[config.mk]
export PLATFORM = sky130hd
export DESIGN_NAME = seq_detect_ctrl
export DESIGN_NICKNAME = d
export VERILOG_FILES = /design/src/rtl/seq_detect_ctrl.sv
export SDC_FILE = /design/constraint.sdc
export NUM_CORES = 1
export LEC_CHECK = 0
export BUFFER_PORTS_ARGS = -buffer_cell sky130_fd_sc_hd__buf_2
export CELL_PAD_IN_SITES_DETAIL_PLACEMENT = 0
export CELL_PAD_IN_SITES_GLOBAL_PLACEMENT = 1
export CORE_MARGIN = 1
export CORE_UTILIZATION = 38
export DETAILED_ROUTE_END_ITERATION = 10
export HOLD_SLACK_MARGIN = 0.15
export PLACE_DENSITY = 0.73
export SLEW_MARGIN = 10
export SYNTH_ARGS = -nofsm -noshare
export SYNTH_HDL_FRONTEND = slang
export SYNTH_SLANG_ARGS = --single-unit
[constraint.sdc]
create_clock -name clk -period 2.5 [get_ports clk]
set_clock_uncertainty 0.2 [all_clocks]
set_input_delay 0.125 -clock clk [delete_from_list [all_inputs] [get_ports clk]]
set_output_delay 0.125 -clock clk [all_outputs]
set_load 0.05 [all_outputs]
[src/rtl/seq_detect_ctrl.sv]
// Word-level scheduler around a programmable overlapping Mealy pattern detector.
// Words arrive over valid/ready and are scanned MSB-first, one bit per cycle.
module seq_detect_ctrl #(
  parameter int WORD_W = 8,
  parameter int PAT_W  = 4,
  parameter int CNT_W  = 4
) (
  input  logic              clk,
  input  logic              rst,
  input  logic              cfg_we,
  input  logic [PAT_W-1:0]  cfg_pattern,
  input  logic              cfg_overlap,
  input  logic              in_valid,
  input  logic [WORD_W-1:0] in_data,
  output logic              in_ready,
  output logic              bit_out,
  output logic              match,
  output logic              busy,
  output logic              done,
  output logic [CNT_W-1:0]  match_count
);

  localparam int IDX_W  = (WORD_W > 1) ? $clog2(WORD_W) : 1;
  localparam int FILL_W = $clog2(PAT_W);

  localparam logic [2*PAT_W-1:0] PAT_REP   = {PAT_W{2'b10}};
  localparam logic [PAT_W-1:0]   RST_PAT   = PAT_REP[PAT_W-1:0];
  localparam logic [FILL_W-1:0]  FILL_MAX  = FILL_W'(PAT_W - 1);
  localparam logic [IDX_W-1:0]   IDX_FIRST = IDX_W'(WORD_W - 1);
  localparam logic [CNT_W-1:0]   CNT_MAX   = '1;

  typedef enum logic [1:0] {
    IDLE  = 2'd0,
    SHIFT = 2'd1,
    DONE  = 2'd2
  } state_t;

  state_t state, next_state;

  logic [PAT_W-1:0]  pattern_q;
  logic              overlap_q;
  logic [WORD_W-1:0] word_q;
  logic [PAT_W-2:0]  hist_q;
  logic [FILL_W-1:0] fill_q;
  logic [IDX_W-1:0]  idx_q;
  logic [CNT_W-1:0]  cnt_q;

  logic              shift_bit;
  logic [PAT_W-1:0]  window;
  logic              hit;
  logic [FILL_W-1:0] fill_inc;

  // The window is built from the full history plus the current bit so the
  // shift also works at the minimum pattern length of 2.
  assign shift_bit = word_q[idx_q];
  assign window    = {hist_q, shift_bit};
  assign hit       = (state == SHIFT) && (fill_q >= FILL_MAX) && (window == pattern_q);
  assign fill_inc  = (fill_q == FILL_MAX) ? fill_q : fill_q + 1'b1;

  always_ff @(posedge clk or negedge rst) begin
    if (!rst) begin
      state <= IDLE;
    end else begin
      state <= next_state;
    end
  end

  always_comb begin
    next_state = state;
    unique case (state)
      IDLE:    if (in_valid) next_state = SHIFT;
      SHIFT:   if (idx_q == '0) next_state = DONE;
      DONE:    next_state = IDLE;
      default: next_state = IDLE;
    endcase
  end

  always_comb begin
    in_ready = 1'b0;
    busy     = 1'b0;
    done     = 1'b0;
    bit_out  = 1'b0;
    match    = 1'b0;
    unique case (state)
      IDLE: in_ready = 1'b1;
      SHIFT: begin
        busy    = 1'b1;
        bit_out = shift_bit;
        match   = hit;
      end
      DONE: begin
        busy = 1'b1;
        done = 1'b1;
      end
      default: in_ready = 1'b0;
    endcase
  end

  always_ff @(posedge clk or negedge rst) begin
    if (!rst) begin
      pattern_q <= RST_PAT;
      overlap_q <= 1'b1;
      word_q    <= '0;
      hist_q    <= '0;
      fill_q    <= '0;
      idx_q     <= '0;
      cnt_q     <= '0;
    end else begin
      unique case (state)
        IDLE: begin
          if (cfg_we) begin
            pattern_q <= cfg_pattern;
            overlap_q <= cfg_overlap;
          end
          if (in_valid) begin
            word_q <= in_data;
            hist_q <= '0;
            fill_q <= '0;
            idx_q  <= IDX_FIRST;
            cnt_q  <= '0;
          end
        end
        SHIFT: begin
          hist_q <= window[PAT_W-2:0];
          idx_q  <= idx_q - 1'b1;
          if (hit) begin
            if (cnt_q != CNT_MAX) cnt_q <= cnt_q + 1'b1;
            fill_q <= overlap_q ? fill_inc : '0;
          end else begin
            fill_q <= fill_inc;
          end
        end
        default: ;
      endcase
    end
  end

  assign match_count = cnt_q;

endmodule

==> impl_metrics.py <==
metrics = {
    "yosys": {
        "synthTopCellsByArea": "dfrtp_1 (44%), mux2_2 (12%), ha_1 (6.5%), dfstp_2 (5.8%), mux2i_1 (3.7%)",
        "syn_area_um2": 1350,
        "synth_most_common_cell": "dfrtp_1",
        "ys_seq_area_share_pct": 50.2,
        "async_flop_share_pct": 100,
        "syn_nets": 135,
        "synth_seq_cells": 27,
        "synth_commonest_cells": "dfrtp_1 (24), mux2_2 (14), inv_1 (8)",
        "synth_top_cell_by_area": "dfrtp_1",
        "synth-edff-count": 0,
        "synthCells": 111,
        "synth_cell_type_count": 30,
        "syn_area_per_cell_um2": 12.2,
        "netlist.area_leader.share_pct": 44.4,
        "ys_warn_count": 0,
        "ys.flop_type": "dfrtp_1",
    },
    "job": {
        "max_cap_violations": 0,
    },
    "placed_design": {
        "finalWeightedCongestion": 0.795,
        "place_inst": 181,
        "dp_hpwl_mm": 1.94,
        "portBuffers": 25,
    },
    "hold_path": {
        "hp-class": "reg2reg",
    },
    "clocking": {
        "cts-root-buf": "clkbuf_4",
        "cts.sinks": 27,
        "numCtsBuffers": 3,
        "h-tree-depth": 1,
        "clk_latency_ns": 0.31,
        "clockBufferDepth": 2,
        "cts_tree": "built",
        "postCtsSetupRepairBufs": 0,
        "path_clk_slew_ns": 0.14,
    },
    "floorplanning": {
        "boundaryPins": 26,
        "dieHeight_um": 61.7,
        "rows": 21,
        "die_width_um": 61.7,
        "design.die.area_um2": 3810,
        "initial_utilization_pct": 40.3,
        "coreArea_um2": 3360,
    },
    "finish": {
        "diodes": 0,
        "finalNonFillerCells": 207,
        "areaGrowthSynthToFinish_pct": 33.6,
        "drive_gt1_share_pct": 34.2,
        "post-route-util_pct": 53.8,
        "nFillCells": 333,
        "final_net_count": 186,
    },
    "sta": {
        "slew_headroom_pct": 66.9,
        "setup_viol": 0,
        "timing.fmax_mhz": 420,
        "hold_viol_final": 0,
        "worstMarginPinSlew_ns": 0.495,
        "setup_tns_ns": 0,
        "fin_hold_ws_ns": 0.325,
        "rsz0062_at_grt": "false",
        "period_minus_slack_ns": 2.38,
        "period_share_pct": 95.2,
        "timing.final.max_slew_violations": 0,
    },
    "power_and_ir_drop": {
        "power_mw": 1.95,
        "pwr-share-seq_pct": 38.9,
        "powerDensity_nw_per_um2": 1080,
        "combPwrFrac_pct": 51.6,
        "p_leak_nw": 0.876,
        "vdd_drop_max_v": 0.000514,
        "power.share.clock_pct": 9.5,
        "netSwitchingFraction_pct": 39.8,
        "p_int_mw": 1.17,
        "switchingPower_uw": 774,
    },
    "routing": {
        "drc": 0,
        "drt_iter0_drc": 28,
        "via_per_inst": 4.92,
        "post_drt_wl_per_cell_um": 13.1,
        "antenna_left": 0,
        "dr.pass1.iters": 4,
        "drt_wl_total_mm": 2.70,
        "via_count": 1018,
    },
    "critical_path": {
        "slowest_stage": "mux4_1",
        "arrival_ns": 2.39,
        "cp-start-kind": "flop",
        "r2r_setup_slack_ns": 0.12,
        "critPathKind": "reg2reg",
        "max_stage_delay_ns": 0.61,
        "path_cells": "mux4_1 > mux2i_4 > xnor2_1 > or4_4 > mux2i_1",
        "cp.required_ns": 2.51,
        "cp_max_fo": 4,
        "cp-end-kind": "flop",
    },
    "grt": {
        "grt.overflow.total": 0,
        "antenna_found_initial": 0,
        "grt_first_pass_wirelength_mm": 4.44,
        "grt_pass1_vias": 1021,
        "track_usage_pct": 16.0,
        "grt_max_degree": 25,
    },
    "run_status": {
        "status": "completed",
    },
}
critical path: cells and delay by family (launching register included):
kind	cells	cell delay, ns
DFF	1	0.44
and+or+nand+nor	1	0.58
xor gates and xnor gates	1	0.12
muxes	3	0.93
per-layer routing:
metal / track usage, % / vias to the layer above / part of all wire (%)
met2: 28.1 / 19 / 51
met3: 1.89 / 2 / 2.3
li1: - / 494 / -
met4: 3.81 / 0 / 0.59
met5: 0 / - / 0
met1: 21.2 / 503 / 46
path summary, 6_finish.rpt:
kind	start	endpoint	cells after the start
setup / recovery	idx_q[0]	match_count[1]	5
hold / removal	word_q[7]	word_q[7]	1
setup reg to reg	idx_q[0]	match_count[1]	5
hold reg to reg	word_q[7]	word_q[7]	1
max in group asynchronous	rst	idx_q[0]	4
min in group asynchronous	rst	fill_q[1]	4
power by group through the flow:
stage	Combinational, mW	Sequential (mW)	Clock [mW]
floorplan	0.736	0.730	0
global placement	0.890	0.762	0
detailed placement	0.918	0.769	0
CTS	1.01	0.759	0.196
global route	1.10	0.780	0.209
finish	1.00	0.757	0.185
per-stage QoR:
stage	worst slack, ns	area, um2
floorplan	0.0293	1360
global placement	0.0458	1550
detailed placement	-0.0133	1550
CTS	0.0533	1810
global route	0.00566	1810
finish	0.119	1810
cell type report:
type	count	area [um2]	area share [%]
inverter	8	30.0	1.66
timing repair buffer	50	380	21.0
tap	46	57.6	3.18
sequential	27	681	37.6
multi-input combinational	72	634	35.1
clock buffer	4	26.3	1.45
timing repair:
action / in CTS / in global routing
resized for setup: 2 / 1
endpoints found under the hold margin: 42 / 0
endpoints found under the setup margin: 4 / 3
pin swaps: 0 / 0
hold buffers: 22 / 0
gates cloned: 0 / 0
registers in the layout, summed over array words and instances (netlist names):
| signal | count |
|---|---|
| overlap_q | 1 |
| word_q | 8 |
| match_count | 4 |
| pattern_q | 4 |
| state | 2 |
| hist_q | 3 |
| idx_q | 3 |
| fill_q | 2 |
layout by cell type, fill, tap and decap left out, types with 2 or more instances in the layout:
| master | netlist | routed |
|---|---|---|
| buf_2 | 1 | 24 |
| dfrtp_1 | 24 | 23 |
| dlygate4sd3_1 | 0 | 21 |
| mux2_2 | 14 | 14 |
| inv_1 | 8 | 8 |
| o21ai_0 | 7 | 7 |
| nand2_1 | 6 | 6 |
| ha_1 | 7 | 6 |
| mux2i_1 | 5 | 5 |
| xor2_1 | 4 | 4 |
| a21oi_1 | 4 | 4 |
| buf_4 | 0 | 4 |
| nand3_1 | 3 | 3 |
| clkbuf_4 | 0 | 3 |
| dfstp_2 | 3 | 3 |
| nor2_1 | 2 | 2 |
| xnor2_1 | 2 | 2 |
| a22o_1 | 2 | 2 |
| a22oi_1 | 2 | 2 |
kinds of logic after synthesis:
family                   after synthesis  synth area share [%]
buffers and inverters                 12                  3.42
AO/OA/AOI/OAI                         20                  9.24
multiplexers                          22                  20.6
AND/OR/NAND/NOR                       17                  6.19
adder cells (fa/ha/maj)                7                  6.47
XOR/XNOR                               6                  3.88
flip-flops                            27                  50.2
(Power assumes the default switching activity.)
